## config.mk

```make
export PLATFORM = sky130hd
export DESIGN_NAME = rv32_fetch_ctrl
export DESIGN_NICKNAME = d
export VERILOG_FILES = /design/src/rtl/rv32_fetch_ctrl_pkg.sv /design/src/rtl/rv32_fetch_skid.sv /design/src/rtl/rv32_fetch_ctrl.sv
export SDC_FILE = /design/constraint.sdc
export NUM_CORES = 1
export LEC_CHECK = 0
export CAP_MARGIN = 15
export CORE_ASPECT_RATIO = 0.6
export CORE_MARGIN = 4
export CORE_UTILIZATION = 59
export CTS_BUF_LIST = sky130_fd_sc_hd__clkbuf_8
export CTS_CLUSTER_DIAMETER = 120
export CTS_CLUSTER_SIZE = 30
export DETAILED_ROUTE_END_ITERATION = 7
export PLACE_DENSITY = 0.95
export SYNTH_ARGS = -nofsm -noshare
export SYNTH_HDL_FRONTEND = slang
export SYNTH_SLANG_ARGS = --single-unit
```

## constraint.sdc

```tcl
create_clock -name clk_in -period 6.49 [get_ports clk_in]
set_clock_uncertainty 0.15 [all_clocks]
set_input_delay 1.6225 -clock clk_in [delete_from_list [all_inputs] [get_ports clk_in]]
set_output_delay 1.6225 -clock clk_in [all_outputs]
set_load 0.01 [all_outputs]
```

## src/rtl/rv32_fetch_ctrl_pkg.sv

```systemverilog
// Shared fetch-stage definitions: datapath width, instruction size,
// default fetch vectors and the sequencer state encoding.
package rv32_fetch_ctrl_pkg;

   localparam int unsigned XLEN       = 32;
   localparam int unsigned INSN_BYTES = 4;

   localparam logic [XLEN-1:0] DEF_RESET_PC = 32'h0000_0000;
   localparam logic [XLEN-1:0] DEF_TRAP_VEC = 32'h0000_0004;

   typedef enum logic [1:0] {
      S_RST     = 2'd0,
      S_FETCH   = 2'd1,
      S_DISCARD = 2'd2
   } fetch_state_e;

   // Redirect targets must be word aligned; anything else traps.
   function automatic logic is_misaligned(input logic [1:0] lsb);
      return lsb != 2'b00;
   endfunction

endpackage

```

## src/rtl/rv32_fetch_skid.sv

```systemverilog
// One-entry {pc,instr} holding buffer used when the output register is
// stalled while imem delivers a word. Clear has priority over push/pop.
module rv32_fetch_skid
   import rv32_fetch_ctrl_pkg::*;
(
   input  logic            i_clk,
   input  logic            i_rst_n,
   input  logic            i_push,
   input  logic            i_pop,
   input  logic            i_clear,
   input  logic [XLEN-1:0] i_pc,
   input  logic [XLEN-1:0] i_instr,
   output logic            o_full,
   output logic [XLEN-1:0] o_pc,
   output logic [XLEN-1:0] o_instr
);

   logic            r_full;
   logic [XLEN-1:0] r_pc;
   logic [XLEN-1:0] r_instr;

   // Entry storage and occupancy flag.
   always_ff @(posedge i_clk) begin
      if (!i_rst_n) begin
         r_full  <= 1'b0;
         r_pc    <= '0;
         r_instr <= '0;
      end else if (i_clear) begin
         r_full <= 1'b0;
      end else if (i_push) begin
         r_full  <= 1'b1;
         r_pc    <= i_pc;
         r_instr <= i_instr;
      end else if (i_pop) begin
         r_full <= 1'b0;
      end
   end

   assign o_full  = r_full;
   assign o_pc    = r_pc;
   assign o_instr = r_instr;

endmodule

```

## src/rtl/rv32_fetch_ctrl.sv

```systemverilog
// Fetch-stage sequencer: owns the PC, runs the imem request handshake,
// buffers delivered words against ID stalls and redirects on taken
// control flow from EX, flushing the younger stages.
module rv32_fetch_ctrl
   import rv32_fetch_ctrl_pkg::*;
#(
   parameter logic [XLEN-1:0] RESET_PC = DEF_RESET_PC,
   parameter logic [XLEN-1:0] TRAP_VEC = DEF_TRAP_VEC
) (
   input  logic            clk_in,
   input  logic            rst_in,
   input  logic            stall_in,
   input  logic            br_valid_in,
   input  logic            br_taken_in,
   input  logic [XLEN-1:0] br_target_in,
   output logic            imem_req_out,
   output logic [XLEN-1:0] imem_addr_out,
   input  logic            imem_ack_in,
   input  logic [XLEN-1:0] imem_data_in,
   output logic [XLEN-1:0] instr_out,
   output logic [XLEN-1:0] pc_out,
   output logic            instr_valid_out,
   output logic            flush_out,
   output logic            misaligned_out
);

   fetch_state_e    r_state, w_state_nxt;
   logic [XLEN-1:0] r_fetch_pc;
   logic [XLEN-1:0] r_disc_pc;
   logic [XLEN-1:0] r_instr, r_pc;
   logic            r_valid, r_flush, r_misal;

   logic            w_redirect, w_misal, w_req, w_ack, w_accept, w_held;
   logic            w_skid_full, w_push, w_pop;
   logic [XLEN-1:0] w_addr, w_target, w_skid_pc, w_skid_instr;

   assign w_redirect = br_valid_in & br_taken_in;
   assign w_misal    = is_misaligned(br_target_in[1:0]);
   assign w_target   = w_misal ? TRAP_VEC : br_target_in;

   // Next state and request/address generation.
   always_comb begin
      w_state_nxt = r_state;
      w_req       = 1'b0;
      w_addr      = '0;
      case (r_state)
         S_RST: w_state_nxt = S_FETCH;
         S_FETCH: begin
            w_req = ~w_skid_full;
            if (w_req) w_addr = r_fetch_pc;
            if (w_redirect && w_req && !imem_ack_in) w_state_nxt = S_DISCARD;
         end
         S_DISCARD: begin
            // The pre-redirect request must complete before the target is fetched.
            w_req  = 1'b1;
            w_addr = r_disc_pc;
            if (imem_ack_in) w_state_nxt = S_FETCH;
         end
         default: w_state_nxt = S_RST;
      endcase
   end

   assign w_ack    = imem_ack_in & w_req;
   assign w_accept = (r_state == S_FETCH) & w_ack & ~w_redirect;
   // An empty output register is loaded even during a stall.
   assign w_held   = r_valid & stall_in;
   assign w_push   = w_accept & w_held;
   assign w_pop    = ~w_held & w_skid_full & ~w_redirect;

   rv32_fetch_skid u_skid (
      .i_clk   (clk_in),
      .i_rst_n (rst_in),
      .i_push  (w_push),
      .i_pop   (w_pop),
      .i_clear (w_redirect),
      .i_pc    (r_fetch_pc),
      .i_instr (imem_data_in),
      .o_full  (w_skid_full),
      .o_pc    (w_skid_pc),
      .o_instr (w_skid_instr)
   );

   // State register, fetch PC, discard address and redirect pulses.
   always_ff @(posedge clk_in) begin
      if (!rst_in) begin
         r_state    <= S_RST;
         r_fetch_pc <= RESET_PC;
         r_disc_pc  <= '0;
         r_flush    <= 1'b0;
         r_misal    <= 1'b0;
      end else begin
         r_state <= w_state_nxt;
         r_flush <= w_redirect;
         r_misal <= w_redirect & w_misal;
         if (w_redirect)    r_fetch_pc <= w_target;
         else if (w_accept) r_fetch_pc <= r_fetch_pc + XLEN'(INSN_BYTES);
         if (r_state == S_FETCH && w_state_nxt == S_DISCARD) r_disc_pc <= r_fetch_pc;
      end
   end

   // Output register: hold on stall, drain skid first, otherwise take the new word.
   always_ff @(posedge clk_in) begin
      if (!rst_in) begin
         r_valid <= 1'b0;
         r_pc    <= '0;
         r_instr <= '0;
      end else if (w_redirect) begin
         r_valid <= 1'b0;
      end else if (!w_held) begin
         if (w_skid_full) begin
            r_valid <= 1'b1;
            r_pc    <= w_skid_pc;
            r_instr <= w_skid_instr;
         end else if (w_accept) begin
            r_valid <= 1'b1;
            r_pc    <= r_fetch_pc;
            r_instr <= imem_data_in;
         end else begin
            r_valid <= 1'b0;
         end
      end
   end

   assign imem_req_out    = w_req;
   assign imem_addr_out   = w_addr;
   assign instr_out       = r_instr;
   assign pc_out          = r_pc;
   assign instr_valid_out = r_valid;
   assign flush_out       = r_flush;
   assign misaligned_out  = r_misal;

endmodule

```

==> metrics <==
status finished, final reports clean; Max Slew Vio Count 0; vias in the first global route 8020; hold buffer count at cts 0; sequential share of the synthesized area between 40 and 50%; Longest Clk Path Bufs 2; total negative slack 0 ns; Worst EP required approximately 4.7 ns; first-pass GRT wire length 41200 um; sequential cell area 3970 um^2; drt total wl ~26000 um; Crit Path Max Fanout 34; Hold Vio Cnt, Final 0; Mapped Nets between 1000 and 1500; f_max 219 MHz; leakage 3.42 nW; max-cap check violation count 0; # setup viols final 0; Initial Util between 60% and 70%; multi-input logic area 4710 um^2; Die Height 106 um; number of flops mapped to enable cells by yosys 0; clock latency on the worst-skew pair approximately 0.47 ns; Antenna Nets Post-Route 0; most frequent cells in the layout nand2_1 (240), dfxtp_1 (197), clkdlybuf4s50_1 (169); critical path endpoint category output pin; Design Power ~2.2 mW; WL met2 around 12000 um; largest net degree at the start of global routing 110; Final Critical Period 4.56 ns; CP startpoint kind register; All-Layer GR Usage between 20% and 30%; synth unique cells between 60 and 70; Worst slew margin about a quarter; Reg-to-Reg Start r_state[0]$_SDFF_PN0_; Main synth FF type dfxtp_1; Root Driver clkbuf_8; share of cells above drive strength 1 ~6.6%; # nets final 1283; die width approximately 170 um; Residual DRC 0; # fillers 1159; PwrDens between 150 and 200 nW/um^2; Vias/cell between 6 and 7; Worst-Margin Slew 1.15 ns; cts repair resizes 0; aggregate global routing overflow 0; Met3 Wirelength between 2000 and 3000 um; first-pass iteration count of the detailed router 6; Tcrit/Tclk final about 70%; RSZ-0062 raised after global routing no; total CTS buffers 17; RePlAce Congestion approximately 0.94; Cells after Synth roughly 1100; IO Pins 170; die area between 15000 and 20000 um^2; DR vias between 8000 and 9000; Post-Syn Area 9440 um^2; area grow syn2layout 18.9%; Port Buffer Count 169; async set or reset register ratio after synthesis 0%; final core occ 72.4%; Worst-path clk slew about 0.11 ns; Initial DRC Count approximately 1100; crit path kind reg -> out; WHS slightly above 0.3 ns; Met1 Wirelength between 10000 and 15000 um; syn_area_per_cell 8.47 um^2; Worst VDD drop ~0.14 mV; Core ar. between 15000 and 20000 um^2; htree depth 4; Avg WL per Cell roughly 18 um; diodes inserted 0; Synth Register Bits ~200; most common cell after layout, fill and taps aside nand2_1; Post-CTS Setup Bufs 0; min-delay src u_skid.o_instr[22]$_SDFFE_PN0P_; initial antenna violation count 0; Setup crit start r_state[0]$_SDFF_PN0_; R2R Setup Slk between 2 and 2.5 ns; Finished Cell Area approximately 11000 um^2; Rows 35; critical path arrival 2.79 ns; worst hold path class reg -> reg; top sig layer met4; Ys Warns 0; Area after DPL between 10000 and 15000 um^2; post-DP HPWL 17300 um; Sinks on Clock Net between 150 and 200; CTS tree done
-- through the flow --
stage	instances	setup WS [ns]
floorplan	1114	3.21
global placement	1388	1.94
detailed placement	1388	1.80
CTS	1420	1.96
global route	1423	1.75
finish	1423	1.93
-- worst paths after layout --
kind / end / depth (start not counted)
hold reg to reg: u_skid.o_instr[22]$_SDFFE_PN0P_ / 2
setup / recovery: imem_addr_out[9] / 4
hold / removal: u_skid.o_instr[22]$_SDFFE_PN0P_ / 2
setup reg to reg: u_skid.o_pc[24]$_SDFFE_PN0P_ / 8
-- metal layers --
metal  vias up  global-route usage, %
met4         0                   5.77
met1      4051                   39.3
met5         -                      0
li1       4075                      -
met3        39                   7.36
met2       465                   43.0
-- sequential cells by signal, summed over array words and instances (netlist names) --
register and flops:
instr_valid_out 1, pc_out 32, r_state 2, u_skid.o_full 1
u_skid.o_pc 32, flush_out 1, r_disc_pc 32, r_fetch_pc 32
instr_out 32, u_skid.o_instr 32, misaligned_out 1
-- where the power goes --
| group | switching, mW | total [mW] | internal (mW) |
|---|---|---|---|
| registers | 0.0146 | 1.24 | 1.23 |
| logic | 0.0958 | 0.184 | 0.0878 |
| clock network | 0.483 | 0.806 | 0.323 |
| total | 0.593 | 2.23 | 1.64 |
-- final cells by class --
class                           instances  share of cell area [%]
Sequential cell                       198                    35.4
Multi-Input combinational cell        798                    42.0
Clock inverter                         15                    1.49
Tap cell                              203                    2.26
Inverter                                7                   0.257
Timing Repair Buffer                  185                    16.6
Clock buffer                           17                    2.09
-- synth_stat cells, types with 5 or more instances --
library cell | n | share of area, %
buf_4 | 6 | 0.48
nand2_1 | 240 | 9.5
buf_2 | 29 | 1.5
and2_1 | 7 | 0.46
clkbuf_8 | 12 | 1.8
inv_1 | 7 | 0.28
mux2i_1 | 69 | 7.3
nand4_1 | 11 | 0.73
a22oi_1 | 34 | 2.7
o21ai_0 | 21 | 1.1
a21oi_1 | 119 | 6.3
dfxtp_1 | 198 | 42
and3_1 | 8 | 0.53
nor2_1 | 74 | 2.9
a221oi_1 | 6 | 0.56
nor2b_1 | 35 | 2.3
a311oi_1 | 6 | 0.56
nand3_1 | 16 | 0.85
ha_1 | 6 | 0.80
clkbuf_1 | 41 | 1.6
nor3_1 | 10 | 0.53
a211oi_1 | 72 | 5.7
a21o_1 | 5 | 0.40
buf_6 | 17 | 2.0
-- kinds of logic (layout without fill, tap and decap cells) --
logic type | count (synthesis) | after routing | synth area share, %
adder cells (fa/ha/maj) | 6 | 6 | 0.796
AO/OA/AOI/OAI | 286 | 286 | 19.8
AND/OR/NAND/NOR | 431 | 431 | 21.3
XOR/XNOR | 5 | 5 | 0.464
buffers and inverters | 118 | 224 | 8.26
multiplexers | 70 | 70 | 7.44
flip-flops | 198 | 198 | 42.0
-- worst max-delay path: stages (launching register included) --
cell,delay (ns)
dfxtp_1,0.50
inv_1,0.12
ha_1,0.86
nor2b_1,0.27
clkdlybuf4s50_1,0.57
Power figures use the tool's default switching activity.
